File: src/rtl/neopix_pkg.sv
// Shared types for the NeoPixel frame sequencer: pixel colour struct, FSM states, brightness helper.
package neopix_pkg;

  localparam int NEO_MAX_PIXELS = 8;

  typedef struct packed {
    logic [7:0] red;
    logic [7:0] green;
    logic [7:0] blue;
  } pixel_t;

  typedef enum logic [2:0] {IDLE, LOAD, ARM, SEND, DONE} seq_state_t;

  // Logical right shift of every channel; used only when brightness scaling is built in.
  function automatic pixel_t pixel_dim(input pixel_t p, input logic [1:0] shift);
    pixel_t q;
    q.red   = p.red   >> shift;
    q.green = p.green >> shift;
    q.blue  = p.blue  >> shift;
    return q;
  endfunction

endpackage

File: src/rtl/neopix_if.sv
// Game-side write/request port plus controller load/go port of the frame sequencer.
// NEO_BRIGHTNESS_EN adds the bright_shift input.
interface neopix_if;
  logic       wr_en;
  logic [2:0] wr_pixel;
  logic [7:0] wr_red, wr_green, wr_blue;
  logic       frame_req;
  logic       nc_ready;
  logic       nc_load, nc_go;
  logic [2:0] nc_pixel;
  logic [7:0] nc_red, nc_green, nc_blue;
  logic       busy, frame_done;
`ifdef NEO_BRIGHTNESS_EN
  logic [1:0] bright_shift;
`endif

  modport master (
`ifdef NEO_BRIGHTNESS_EN
    input  bright_shift,
`endif
    input  wr_en, wr_pixel, wr_red, wr_green, wr_blue, frame_req, nc_ready,
    output nc_load, nc_go, nc_pixel, nc_red, nc_green, nc_blue, busy, frame_done
  );

  modport slave (
`ifdef NEO_BRIGHTNESS_EN
    output bright_shift,
`endif
    output wr_en, wr_pixel, wr_red, wr_green, wr_blue, frame_req, nc_ready,
    input  nc_load, nc_go, nc_pixel, nc_red, nc_green, nc_blue, busy, frame_done
  );
endinterface

File: src/rtl/neopix_pixel_buffer.sv
// Shadow frame buffer: one write port, one asynchronous read port (read-before-write), cleared on reset.
module neopix_pixel_buffer
  import neopix_pkg::*;
#(
  parameter int NUM_PIXELS = 8
) (
  input  logic       clk,
  input  logic       rst,
  input  logic       wr_en,
  input  logic [2:0] wr_idx,
  input  pixel_t     wr_data,
  input  logic [2:0] rd_idx,
  output pixel_t     rd_data
);

  // Sized to the full 3-bit index range; entries past NUM_PIXELS are never written and stay 0.
  pixel_t mem [NEO_MAX_PIXELS];

  always_ff @(posedge clk or posedge rst) begin
    if (rst) begin
      for (int i = 0; i < NEO_MAX_PIXELS; i++) mem[i] <= '0;
    end else if (wr_en && (int'(wr_idx) < NUM_PIXELS)) begin
      mem[wr_idx] <= wr_data;
    end
  end

  assign rd_data = mem[rd_idx];

endmodule

File: src/rtl/neopix_frame_sequencer.sv
// Streams the shadow frame buffer into the NeoPixel controller on refresh tick or request.
// NEO_BRIGHTNESS_EN: per-frame right-shift of all colour channels by bright_shift.
module neopix_frame_sequencer
  import neopix_pkg::*;
#(
  parameter int NUM_PIXELS     = 8,
  parameter int REFRESH_CYCLES = 833_333
) (
  input  logic     CLOCK_50,
  input  logic     reset,
  neopix_if.master bus
);

  localparam int               TMR_W    = $clog2(REFRESH_CYCLES);
  localparam logic [2:0]       LAST_IDX = 3'(NUM_PIXELS - 1);
  localparam logic [TMR_W-1:0] TMR_LAST = TMR_W'(REFRESH_CYCLES - 1);

  seq_state_t       state, state_n;
  logic [2:0]       idx, idx_n;
  logic             seen_low, seen_low_n;
  logic             pending;
  logic [TMR_W-1:0] timer;
  logic             wrap;
  logic             start, issue_load, issue_go, issue_done;
  pixel_t           wr_pix, rd_pix, drv_pix;

  assign wr_pix = '{red: bus.wr_red, green: bus.wr_green, blue: bus.wr_blue};

  neopix_pixel_buffer #(.NUM_PIXELS(NUM_PIXELS)) u_buf (
    .clk     (CLOCK_50),
    .rst     (reset),
    .wr_en   (bus.wr_en),
    .wr_idx  (bus.wr_pixel),
    .wr_data (wr_pix),
    .rd_idx  (idx),
    .rd_data (rd_pix)
  );

`ifdef NEO_BRIGHTNESS_EN
  logic [1:0] shift_q;

  always_ff @(posedge CLOCK_50 or posedge reset) begin
    if (reset)      shift_q <= '0;
    else if (start) shift_q <= bus.bright_shift;
  end

  assign drv_pix = pixel_dim(rd_pix, shift_q);
`else
  assign drv_pix = rd_pix;
`endif

  assign wrap = (timer == TMR_LAST);

  always_ff @(posedge CLOCK_50 or posedge reset) begin
    if (reset) begin
      state    <= IDLE;
      idx      <= '0;
      seen_low <= 1'b0;
      pending  <= 1'b0;
      timer    <= '0;
    end else begin
      state    <= state_n;
      idx      <= idx_n;
      seen_low <= seen_low_n;
      // A request landing in the same cycle the frame starts is kept for the next frame.
      pending  <= (pending & ~start) | bus.frame_req | wrap;
      timer    <= wrap ? '0 : timer + 1'b1;
    end
  end

  always_comb begin
    state_n    = state;
    idx_n      = idx;
    seen_low_n = seen_low;
    start      = 1'b0;
    issue_load = 1'b0;
    issue_go   = 1'b0;
    issue_done = 1'b0;
    case (state)
      IDLE: if (pending && bus.nc_ready) begin
        state_n = LOAD;
        idx_n   = '0;
        start   = 1'b1;
      end
      LOAD: if (bus.nc_ready) begin
        issue_load = 1'b1;
        if (idx == LAST_IDX) state_n = ARM;
        else                 idx_n   = idx + 3'd1;
      end
      ARM: if (bus.nc_ready) begin
        issue_go   = 1'b1;
        seen_low_n = 1'b0;
        state_n    = SEND;
      end
      // Transmission is over only after ready has dropped and come back.
      SEND: begin
        if (!bus.nc_ready)  seen_low_n = 1'b1;
        else if (seen_low)  state_n    = DONE;
      end
      DONE: begin
        issue_done = 1'b1;
        state_n    = IDLE;
      end
      default: state_n = IDLE;
    endcase
  end

  always_ff @(posedge CLOCK_50 or posedge reset) begin
    if (reset) begin
      bus.nc_load    <= 1'b0;
      bus.nc_go      <= 1'b0;
      bus.nc_pixel   <= '0;
      bus.nc_red     <= '0;
      bus.nc_green   <= '0;
      bus.nc_blue    <= '0;
      bus.busy       <= 1'b0;
      bus.frame_done <= 1'b0;
    end else begin
      bus.nc_load    <= issue_load;
      bus.nc_go      <= issue_go;
      bus.frame_done <= issue_done;
      bus.busy       <= (state_n != IDLE);
      if (issue_load) begin
        bus.nc_pixel <= idx;
        bus.nc_red   <= drv_pix.red;
        bus.nc_green <= drv_pix.green;
        bus.nc_blue  <= drv_pix.blue;
      end
    end
  end

endmodule

File: src/flat_wrapper.sv
// flat-port wrapper written by rule: the top's interface ports become plain ports
module neopix_frame_sequencer_flat import neopix_pkg::*;
#(
  parameter int NUM_PIXELS     = 8,
  parameter int REFRESH_CYCLES = 833_333
)
  (CLOCK_50, reset, bus_wr_en, bus_wr_pixel, bus_wr_red, bus_wr_green, bus_wr_blue, bus_frame_req, bus_nc_ready, bus_nc_load, bus_nc_go, bus_nc_pixel, bus_nc_red, bus_nc_green, bus_nc_blue, bus_busy, bus_frame_done);
  neopix_if bus_i ();
  input  logic CLOCK_50;
  input  logic reset;
  input wire logic [$bits(bus_i.wr_en)-1:0] bus_wr_en;
  input wire logic [$bits(bus_i.wr_pixel)-1:0] bus_wr_pixel;
  input wire logic [$bits(bus_i.wr_red)-1:0] bus_wr_red;
  input wire logic [$bits(bus_i.wr_green)-1:0] bus_wr_green;
  input wire logic [$bits(bus_i.wr_blue)-1:0] bus_wr_blue;
  input wire logic [$bits(bus_i.frame_req)-1:0] bus_frame_req;
  input wire logic [$bits(bus_i.nc_ready)-1:0] bus_nc_ready;
  output wire logic [$bits(bus_i.nc_load)-1:0] bus_nc_load;
  output wire logic [$bits(bus_i.nc_go)-1:0] bus_nc_go;
  output wire logic [$bits(bus_i.nc_pixel)-1:0] bus_nc_pixel;
  output wire logic [$bits(bus_i.nc_red)-1:0] bus_nc_red;
  output wire logic [$bits(bus_i.nc_green)-1:0] bus_nc_green;
  output wire logic [$bits(bus_i.nc_blue)-1:0] bus_nc_blue;
  output wire logic [$bits(bus_i.busy)-1:0] bus_busy;
  output wire logic [$bits(bus_i.frame_done)-1:0] bus_frame_done;
  assign bus_i.wr_en = bus_wr_en;
  assign bus_i.wr_pixel = bus_wr_pixel;
  assign bus_i.wr_red = bus_wr_red;
  assign bus_i.wr_green = bus_wr_green;
  assign bus_i.wr_blue = bus_wr_blue;
  assign bus_i.frame_req = bus_frame_req;
  assign bus_i.nc_ready = bus_nc_ready;
  assign bus_nc_load = bus_i.nc_load;
  assign bus_nc_go = bus_i.nc_go;
  assign bus_nc_pixel = bus_i.nc_pixel;
  assign bus_nc_red = bus_i.nc_red;
  assign bus_nc_green = bus_i.nc_green;
  assign bus_nc_blue = bus_i.nc_blue;
  assign bus_busy = bus_i.busy;
  assign bus_frame_done = bus_i.frame_done;
  neopix_frame_sequencer #(.NUM_PIXELS(NUM_PIXELS), .REFRESH_CYCLES(REFRESH_CYCLES)) u_core (.CLOCK_50(CLOCK_50), .reset(reset), .bus(bus_i));
endmodule
File: config.mk
export PLATFORM = sky130hd
export DESIGN_NAME = neopix_frame_sequencer_flat
export DESIGN_NICKNAME = d
export VERILOG_FILES = /design/src/rtl/neopix_pkg.sv /design/src/rtl/neopix_if.sv /design/src/rtl/neopix_pixel_buffer.sv /design/src/rtl/neopix_frame_sequencer.sv /design/src/flat_wrapper.sv
export SDC_FILE = /design/constraint.sdc
export NUM_CORES = 1
export LEC_CHECK = 0
export ABC_AREA = 1
export CAP_MARGIN = 20
export CORE_MARGIN = 5
export CORE_UTILIZATION = 25
export CTS_CLUSTER_SIZE = 30
export DETAILED_ROUTE_END_ITERATION = 6
export GPL_TIMING_DRIVEN = 1
export RECOVER_POWER = 100
export SYNTH_ARGS = -nofsm -noshare
export SYNTH_HDL_FRONTEND = slang
export SYNTH_HIERARCHICAL = 1
export SYNTH_SLANG_ARGS = --single-unit
File: constraint.sdc
create_clock -name CLOCK_50 -period 18.1 [get_ports CLOCK_50]
set_input_delay 3.62 -clock CLOCK_50 [delete_from_list [all_inputs] [get_ports CLOCK_50]]
set_output_delay 3.62 -clock CLOCK_50 [all_outputs]
set_load 0.01 [all_outputs]
; Word level (Yosys, flattened, before mapping)
; Index checks and enable logic that the tools add are counted.
[word_totals]
register_bits = 251
latch_bits = 0
mem_bits_rw = 0
mem_bits_ro = 0
input_bits = 32
output_inout_bits = 31
elab_cells = 94
mem_count = 0
[op_classes]
addsub = 2
mul = 0
div = 0
order_cmp = 3
eq_ne = 11
shifts = 0
muxes = 27
bitwise = 6
n_reduce_logical = 8
[op_table]
columns = operator, n
row1 = 192-bit bitwise mux, 1
row2 = 24-bit binary-select mux with 3-bit select, 1
row3 = 24-bit demux with 3-bit select, 1
row4 = 24-bit two-way mux, 3
row5 = 3-bit two-way mux, 9
row6 = 20-bit by 1-bit adder with 20-bit output (second input constant), 1
row7 = 20-bit equality test (second input constant), 1
row8 = 20-bit two-way mux, 1
row9 = 3-bit case mux with 4 select lines, 1
row10 = 4-bit >= comparator (second input constant), 2
row11 = 1-bit two-way mux, 8
row12 = 2-bit != test (second input constant), 4
row13 = 3-bit inverter with 4-bit output, 2
row14 = 3-bit by 2-bit equality test with 1-bit output (second input constant), 2
row15 = 3-bit equality test (second input constant), 2
row16 = 3-bit case mux with 2 select lines, 1
row17 = 4-bit by 1-bit < comparator with 1-bit output (second input constant), 1
row18 = 4-bit AND reduction, 1
row19 = 2-bit nonzero test, 2
row20 = 3-bit by 1-bit adder with 3-bit output (second input constant), 1
row21 = 3-bit by 1-bit equality test with 1-bit output (second input constant), 1
row22 = 3-bit zero test, 1
row23 = 3-bit AND reduction, 1
row24 = 3-bit nonzero test, 1
row25 = other kinds (6), 8

; Logic depth before layout (Yosys ltp)
; Gate-level depths: netlist (run 1).
[logic_depth]
word_depth = 7
ltp_mapped = 11
mapped_depth_nobuf = 8

; By module
; Netlist (run 1), hierarchy kept.
[by_module_without_submodules]
columns = mod, n_inst, cells_each, area_each_um2, seq_area_each_um2
row1 = neopix_pixel_buffer, 1, 1297, 9645.5, 4804.6
row2 = neopix_frame_sequencer, 1, 343, 2787.7, 1476.4

; Least setup slack after synthesis (run 1)
; OpenSTA, ideal clock, no wires.
[synth_path]
path_type = input-to-reg
from = input port bus_wr_en
to = register u_core/u_buf/mem[27] in the netlist's numbering
setup_ps = 133
arrival_ps = 4282
t_required_ps = 17967
setup_slack_ps = 13685
path_stages = 7
n_path_buf = 2
cell_sequence = inv_1 > nor2_2 > nand3_1 > buf_4 > buf_6 > nand2_1 > o21ai_0
[synth_rtl]
columns = element, line_no
row1 = start: declaration, flat_wrapper.sv:11  ; input wire logic [$bits(bus_i.wr_en)-1:0] bus_wr_en;
row2 = end signal: indexed assignment, neopix_pixel_buffer.sv:23  ; mem[wr_idx] <= wr_data;
row3 = end: declaration, neopix_pixel_buffer.sv:17  ; pixel_t mem [NEO_MAX_PIXELS];

==> run metrics, run 1 <==
run status finished with violations; violated checks max-capacitance violations, max-slew violations; global-route wire length before repair 51800 um; R2R depth 8; CTS Buf Count 28; Mapped Nets between 1500 and 2000; Worst setup SP type input port; Slew @ Worst Pin 3.33 ns; final setup TNS 0 ns; Layout Skew 0.0330 ns; Gate Count Post-Synth between 1500 and 2000; Detailed Routing Iterations Pass 1 5; hold_buf cts 0; CTS tree built; nets@finish 1703; gp weighted congestion around 0.81; Die Span X 233 um; worst skew pair latency between 0.5 and 0.6 ns; Main synth FF type dfrtp_1; antenna viol nets, final 0; hold path cells 1; Final Max Tran Viols between 600 and 700; Worst Hold Class reg2reg; Worst Path Max Fanout just under 70; Post-synth EDFFs 0; CTS sink count approximately 250; flip-flop and latch count after synthesis between 200 and 300; All-Layer GR Usage a little under an eighth; Initial DRC Count about 800; Clock Path Buffers 3; # Post-CTS Setup Buffers 0; CTS clk-pin slew, worst paths approximately 0.060 ns; post-CTS sizing 0; Netlist cell types 31; fraction of layout cells with a size suffix above 1 4.38%; core footprint between 40000 and 50000 sq um; Critical Path AT approximately 8.5 ns; sequential-to-total area share from yosys stat roughly 51%; residual DRC count 0; routed wire length around 32000 um; vias in the first global route 9691; Layout area overhead 15.2%; die area around 54000 sq um; grt ovf 0; Die Ht about 230 um; number of port buffers just over 60; kind of critical path in2async; Post-DP HPWL 19700 um; fin area 14300 sq um; final setup fails 0; wire length per cell after detailed routing roughly 14 um; critical path required time 18.02 ns; antenna violations before repair 1; final hold viol count 0; Starting Density 25.3%; peak supply drop approximately 0.000083 V; Max Cap Viol 13; antenna diode count 0; Filler cells 5327; post-synthesis async set-or-reset flop share 100%; fmax 116 MHz; Slew HR -122%; Syn Std Cell Area between 10000 and 15000 sq um; RSZ-0062 raised after global routing false; crit path time final 8.61 ns; CTS Root Cell clkbuf_16; Top Ports 63; pwr dens 138 nW/um^2; # rows 81; Period Utilization, post-route 47.6%; Setup crit end kind asynchronous set/reset pin; post-place instance area about 13000 sq um; Avg Vias per Cell around 4.3; P_leak ~0.0074 uW; H-tree depth 1; largest net degree at the start of global routing just under 100; via count just over 10000; Synth Warn # 6; Mean Syn Cell Area between 7 and 8 sq um
-- layout by cell type, fill, tap and decap left out, drive strengths merged, types with 5 or more instances in the layout --
| cell | n |
|---|---|
| o21ai | 200 |
| xor2 | 5 |
| dfrtp | 251 |
| clkinv | 9 |
| inv | 260 |
| clkbuf | 49 |
| nor3 | 11 |
| dlygate4sd3 | 35 |
| nand2 | 653 |
| nand3 | 116 |
| nor2 | 43 |
| nand4 | 6 |
| buf | 6 |
| clkdlybuf4s50 | 27 |
-- layout make-up --
cell class	count	area (sq um)	share of cell area (%)
flip-flops and latches	251	6280	43.9
well taps	664	831	5.80
multi-input cells	1046	4490	31.3
inverters	262	985	6.87
clock inverters	13	196	1.37
clock buffers	39	822	5.74
repair buffers	78	723	5.05
-- per-layer routing --
metal / vias to the layer above / track usage (%) / part of all wire (%)
met5: - / 0 / 0
met2: 239 / 18.9 / 45
met4: 0 / 2.27 / 1.5
met1: 4781 / 16.7 / 48
li1: 5031 / - / -
met3: 34 / 1.84 / 5.5
-- sequential cells by signal (all words and copies together) (netlist names), 3 cells and up --
name	cells
u_core/bus.nc_green	8
u_core/state	3
u_core/bus.nc_red	8
u_core/u_buf/mem	192
u_core/timer	20
u_core/idx	3
u_core/bus.nc_blue	8
u_core/bus.nc_pixel	3
-- logic make-up after synthesis --
family,after synthesis,synth area share (%)
AOI/OAI and AO/OA,205,9.09
xor gates and xnor gates,6,0.423
adders and majority gates,4,0.403
buffers and inverters,343,12.3
DFF,251,50.5
and+or+nand+nor,831,27.3
-- final timing paths --
| check | to | slack [ns] | start |
|---|---|---|---|
| worst max-delay path | u_core/u_buf/mem[90] | 9.49 | reset |
| max in group CLOCK_50 | u_core/idx[0] | 11.43 | bus_nc_ready |
| worst min-delay path | u_core/timer[0] | 0.46 | u_core/timer[0] |
| worst max register to register | u_core/idx[0] | 14.70 | u_core/state[1] |
| min in group asynchronous | u_core/u_buf/mem[75] | 4.46 | reset |
| worst min register to register | u_core/timer[0] | 0.46 | u_core/timer[0] |
-- power by group --
group / switching [uW] / leakage (uW) / internal (uW) / total, uW
Clock: 231 / 0.000502 / 375 / 606
Combinational: 405 / 0.00375 / 217 / 621
Sequential: 77.9 / 0.00316 / 678 / 756
Total: 714 / 0.00741 / 1270 / 1980
-- cell usage after synthesis (5+ instances only) --
library cell	count	share of area [%]
nand2_1	649	20
inv_1	255	7.7
dfrtp_1	251	51
o21ai_0	138	5.6
nand3_1	114	4.6
o21ai_1	35	1.4
nor2_1	33	1.0
o21ai_2	27	1.9
clkbuf_1	23	0.69
buf_2	21	0.85
buf_6	20	1.8
buf_4	12	0.72
nor3_1	9	0.36
inv_2	7	0.21
nand4_1	6	0.30
nor2_2	6	0.30
xor2_1	5	0.35
-- per-stage QoR --
| step | setup WS [ns] | total power (uW) | utilization, % | cells | hold slack, ns |
|---|---|---|---|---|---|
| after floorplan | 9.25 | 1200 | - | 1640 | 0.432 |
| after global placement | 12.34 | 1390 | 27.5 | 2300 | 0.452 |
| after detailed placement | 12.26 | 1410 | 27.5 | 2301 | 0.454 |
| after CTS | 12.85 | 2030 | 29.6 | 2353 | 0.462 |
| after global routing | 8.29 | 2130 | 29.2 | 2353 | 0.488 |
| final | 9.49 | 1980 | 29.2 | 2353 | 0.463 |
-- worst max-delay path, cell delays in order --
cell and delay (ns):
dlygate4sd3_1 0.57, clkinvlp_2 1.77, clkbuf_1 2.47
Note: power is estimated with default switching activity, not from simulation.
==> run 2: changes to the inputs <==
- clock period: 18.1 -> 7.5 ns (I/O delays scaled with it)
==> run metrics, run 2 (same netlist as run 1, synthesis figures left out) <==
Initial DRC Count 797 (-0.13%); Filler cells 5334 (+0.13%); antenna diode count 0 (unchanged); Post-DP HPWL 19700 um (-0.26%); peak supply drop 0.000199 V (+140%); kind of critical path in2reg; antenna viol nets, final 0 (unchanged); via count 9995 (-0.89%); Max Cap Viol 10 (-3); # Post-CTS Setup Buffers 0 (unchanged); Critical Path AT 4.94 ns (-3.59 ns); global-route wire length before repair 51800 um (about the same); final setup fails 0 (unchanged); Starting Density 25.3% (unchanged); # rows 81 (unchanged); Biggest register u_core/u_buf/mem; FF-to-FF Start u_core/state[1]; residual DRC count 0 (unchanged); Detailed Routing Iterations Pass 1 5 (unchanged); Slew @ Worst Pin 3.11 ns (-0.220 ns); violated checks max-capacitance violations, max-slew violations; grt ovf 0 (unchanged); worst skew pair latency 0.56 ns (about the same); Worst Path Max Fanout 29 (-58%); post-CTS sizing 0 (unchanged); final setup TNS 0 ns (unchanged); H-tree depth 1 (unchanged); fraction of layout cells with a size suffix above 1 4.15% (-0.23 points); Worst setup SP type input port; die area 54300 sq um (unchanged); gp weighted congestion 0.811 (about the same); routed wire length 32000 um (-0.24%); Power Total 4660 uW (+130%); RSZ-0062 raised after global routing false; post-place instance area 13500 sq um (unchanged); area of the multi-input gates 4480 sq um (-0.17%); critical path required time 7.91 ns (-10.11 ns); CTS tree built; register area 6280 sq um (unchanged); final hold viol count 0 (unchanged); Clock Path Buffers 3 (unchanged); Setup crit end kind flip-flop; core footprint 49100 sq um (unchanged); P_leak 0.00737 uW (-0.60%); Critical Path Source bus_nc_ready; All-Layer GR Usage 11.7% (about the same); Worst Hold Class reg2reg; Final Core Density 29.0% (-0.22 points); hold_buf cts 0 (unchanged); largest net degree at the start of global routing 97 (unchanged); run status finished with violations; Layout area overhead 14.4%; pwr dens 327 nW/um^2 (+140%); fmax around 220 MHz; CTS Buf Count 28 (unchanged); Top Ports 63 (unchanged); commonest cells after routing, fill and taps aside 650 x nand2_1, 256 x inv_1, 249 x dfrtp_1; crit path time final 4.53 ns; hold path start u_core/timer[0]; Die Span X 233 um (unchanged); CTS sink count 251 (unchanged); number of port buffers 62 (unchanged); Layout Skew 0.0360 ns (+0.00307 ns); max FFs per register 192 (unchanged); vias in the first global route 9653 (-0.39%); antenna violations before repair 1 (unchanged); CTS clk-pin slew, worst paths 0.05 ns (about the same); Avg Vias per Cell 4.25 (-0.77%); most common cell after layout, fill and taps aside nand2_1; wire length per cell after detailed routing 13.6 um (-0.11%); Die Ht 233 um (unchanged); Final Max Tran Viols 489 (-28%); Slew HR -109% (+14 points); fin area 14200 sq um (-0.74%); Top Registers u_core/u_buf/mem x192, u_core/timer x20; nets@finish 1704 (+0.059%); CTS Root Cell clkbuf_16; Period Utilization, post-route around three fifths
[run 2: layout make-up]
cell class              instances  share of cell area [%]
clock inverters                 7                   0.598
well taps                     664                    5.84
clock buffers                  41                    5.76
inverters                     262                    6.92
repair buffers                 79                    5.19
multi-input cells            1046                    31.5
flip-flops and latches        251                    44.2
[run 2: metrics by stage]
| stage | hold slack, ns | std cells | worst slack [ns] |
|---|---|---|---|
| after floorplan | 0.432 | 1640 | 0.773 |
| after global placement | 0.452 | 2300 | 3.86 |
| after detailed placement | 0.459 | 2301 | 3.78 |
| after CTS | 0.466 | 2349 | 4.34 |
| after global routing | 0.490 | 2350 | 2.44 |
| final | 0.463 | 2350 | 2.97 |
[run 2: layer usage]
layer | wire [um] | global-route usage (%) | vias to the layer above | share of wire [%]
li1 | - | - | 5033 | -
met1 | 15600 | 16.8 | 4716 | 49
met2 | 14300 | 18.5 | 203 | 45
met3 | 1640 | 2.22 | 41 | 5.1
met4 | 485 | 2.23 | 2 | 1.5
met5 | 9 | 0 | - | 0.028
[run 2: critical path, cell delays in order]
cell,delay (ns)
dlygate4sd3_1,0.63
inv_1,0.12
nor2_1,1.24
inv_1,0.87
nand2_1,0.23
nand2_1,0.15
nand2_1,0.09
o21ai_0,0.10
[run 2: power breakdown]
group,switching (uW),internal (uW),total [uW]
Sequential,189,1640,1830
Combinational,978,523,1500
Clock,542,788,1330
[run 2: worst paths after layout]
path,slack [ns],cells after the start,end
worst max-delay path,2.97,8,u_core/idx[0]
worst min-delay path,0.46,1,u_core/timer[0]
worst max register to register,4.11,8,u_core/idx[0]
worst min register to register,0.46,1,u_core/timer[0]
max in group asynchronous,3.27,3,u_core/u_buf/mem[64]
min in group asynchronous,1.65,3,u_core/bus.nc_blue[3]
==> run 3: changes to the inputs <==
- clock period: 7.5 -> 4.5 ns (I/O delays scaled with it)
==> run metrics, run 3 (same netlist as run 1, synthesis figures left out) <==
run status finished with violations; violated checks max-capacitance violations, max-slew violations; Critical Path Source bus_nc_ready; vias in the first global route 9638 (-0.16%); final setup fails 0 (unchanged); final hold viol count 0 (unchanged); FF-to-FF Start u_core/state[1]; critical path required time 4.92 ns (-2.99 ns); CP Cell Sequence dlygate4sd3_1, inv_1, nor2_4, clkbuf_1, inv_2, nand2_1, nand2_1, nand2_1, o21ai_0; CTS tree built; hold path cells 2 (+1); final setup TNS 0 ns (unchanged); Final Max Tran Viols 159 (-67%); nets@finish 1712 (+0.47%); CP max stage delay 0.88 ns (-0.36 ns); peak supply drop 0.000289 V (+45%); antenna violations before repair 4 (+3); Period Utilization, post-route a little under three quarters; most common cell after layout, fill and taps aside nand2_1; Worst Path Max Fanout 29 (unchanged); die area 54300 sq um (unchanged); Layout Skew 0.0176 ns (-0.0184 ns); Slowest cell on crit path clkbuf_1; CP most frequent cell nand2_1; Worst setup SP type input port; Layout area overhead 15.2%; Top Ports 63 (unchanged); max FFs per register 192 (unchanged); commonest cells after routing, fill and taps aside 650 x nand2_1, 255 x inv_1, 249 x dfrtp_1; RSZ-0062 raised after global routing false; post-place instance area 13600 sq um (+0.51%); Top Registers u_core/u_buf/mem x192, u_core/timer x20; Worst Setup EP u_core/idx[0]; Slew @ Worst Pin 2.23 ns (-0.881 ns); Avg Vias per Cell 4.27 (+0.32%); Setup crit end kind flip-flop; Post-DP HPWL 20700 um (+5.3%); CTS clk-pin slew, worst paths 0.06 ns (about the same); global-route wire length before repair 52700 um (+1.8%); largest net degree at the start of global routing 65 (-33%); # Post-CTS Setup Buffers 0 (unchanged); number of port buffers 62 (unchanged); Starting Density 25.3% (unchanged); residual DRC count 0 (unchanged); CTS Buf Count 29 (+3.6%); RR Endpoint u_core/idx[0]; crit path time final about 3.2 ns; # rows 81 (unchanged); Clk pwr share 29.1% (+0.5 points); Biggest register u_core/u_buf/mem; Critical Path AT 3.65 ns (-1.29 ns); H-tree depth 1 (unchanged); Pint 4990 uW (+69%); Initial DRC Count 747 (-6.3%); gp weighted congestion 0.827 (+2.0%); Logic pwr share 33.0% (+0.8 points); antenna diode count 0 (unchanged); Die Ht 233 um (unchanged); CTS sink count 251 (unchanged); flop2flop setup slack 1.79 ns (-2.32 ns); R2R depth 9 (+1); Slew HR -48.8% (+60 points); via count 10070 (+0.75%); routed wire length 32400 um (+1.2%); sw frac 36.2% (-0.52 points); fmax 309 MHz; fraction of layout cells with a size suffix above 1 4.66% (+0.51 points); worst skew pair latency 0.54 ns (-0.02 ns); Worst Hold Class reg2reg; Post-Layout Cell Count 2360 (+0.43%); Detailed Routing Iterations Pass 1 5 (unchanged); hold_buf cts 0 (unchanged); fin area 14300 sq um (+0.72%); Reg power frac 38.0% (-1.2 points); Max Cap Viol 3 (-7); # placed instances 2308 (+0.30%); wire length per cell after detailed routing 13.7 um (+0.80%); Die Span X 233 um (unchanged); kind of critical path in2reg; CTS Root Cell clkbuf_16; grt ovf 0 (unchanged); switching pwr 2830 uW (+66%); core footprint 49100 sq um (unchanged); post-CTS sizing 0 (unchanged); antenna viol nets, final 0 (unchanged); Clock Path Buffers 3 (unchanged); pwr dens 546 nW/um^2 (+67%); P_leak 0.00741 uW (+0.65%); final hold slack 0.464 ns (+0.00104 ns); All-Layer GR Usage 11.9% (+0.25 points)
run 3: cell count changes in the layout (fill, tap and decap cells not counted), sizes merged:
cell,previous run,this run
clkinv,7,1
bufinv,1,2
inv,260,261
clkbuf,49,56
buf,9,16
run 3: power by group through the flow:
stage | Clock [uW] | Combinational [uW] | Sequential [uW]
floorplan | 0 | 1820 | 3010
global placement | 0 | 2630 | 3000
detailed placement | 0 | 2680 | 3010
CTS | 2350 | 2690 | 2980
global route | 2460 | 2980 | 3020
finish | 2270 | 2580 | 2970
run 3: layout make-up:
class                      count  area (sq um)
clock buffer                  48           857
clock inverter                 3          65.1
fill                        5336         34700
inverter                     262           985
multi-input combinational   1046          4490
sequential                   251          6280
tap                          664           831
timing repair buffer          86           810
run 3: through the flow:
step	power [uW]	worst slack (ns)	utilization, %
2_1_floorplan	4820	1.12	-
3_3_place_gp	5620	1.61	27.7
3_5_place_dp	5690	1.53	27.7
4_1_cts	8010	1.92	29.5
5_1_grt	8460	0.892	29.2
6_report	7820	1.27	29.2
run 3: layer usage:
| metal | GRT usage [%] | vias to the layer above | share of wire, % |
|---|---|---|---|
| met1 | 17.4 | 4712 | 49 |
| met4 | 2.42 | 8 | 1.4 |
| met2 | 18.7 | 255 | 44 |
| met5 | 0 | - | 0.15 |
| li1 | - | 5049 | - |
| met3 | 2.04 | 46 | 5.7 |
run 3: worst min-delay path by stage:
stage,start,endpoint
after CTS,u_core/bus.nc_red[5],u_core/bus.nc_red[5]
after detailed placement,u_core/bus.nc_red[5],u_core/bus.nc_red[5]
final,u_core/bus.nc_red[5],u_core/bus.nc_red[5]
after global placement,u_core/timer[0],u_core/timer[0]
after global routing,u_core/bus.nc_green[6],u_core/bus.nc_green[6]
after floorplan,u_core/timer[0],u_core/timer[0]
run 3: worst max-delay path: cells and delay by family:
kind            cells  cell delay [ns]
compound gates      1             0.09
simple gates        4             0.51
buf+inv             4             2.14
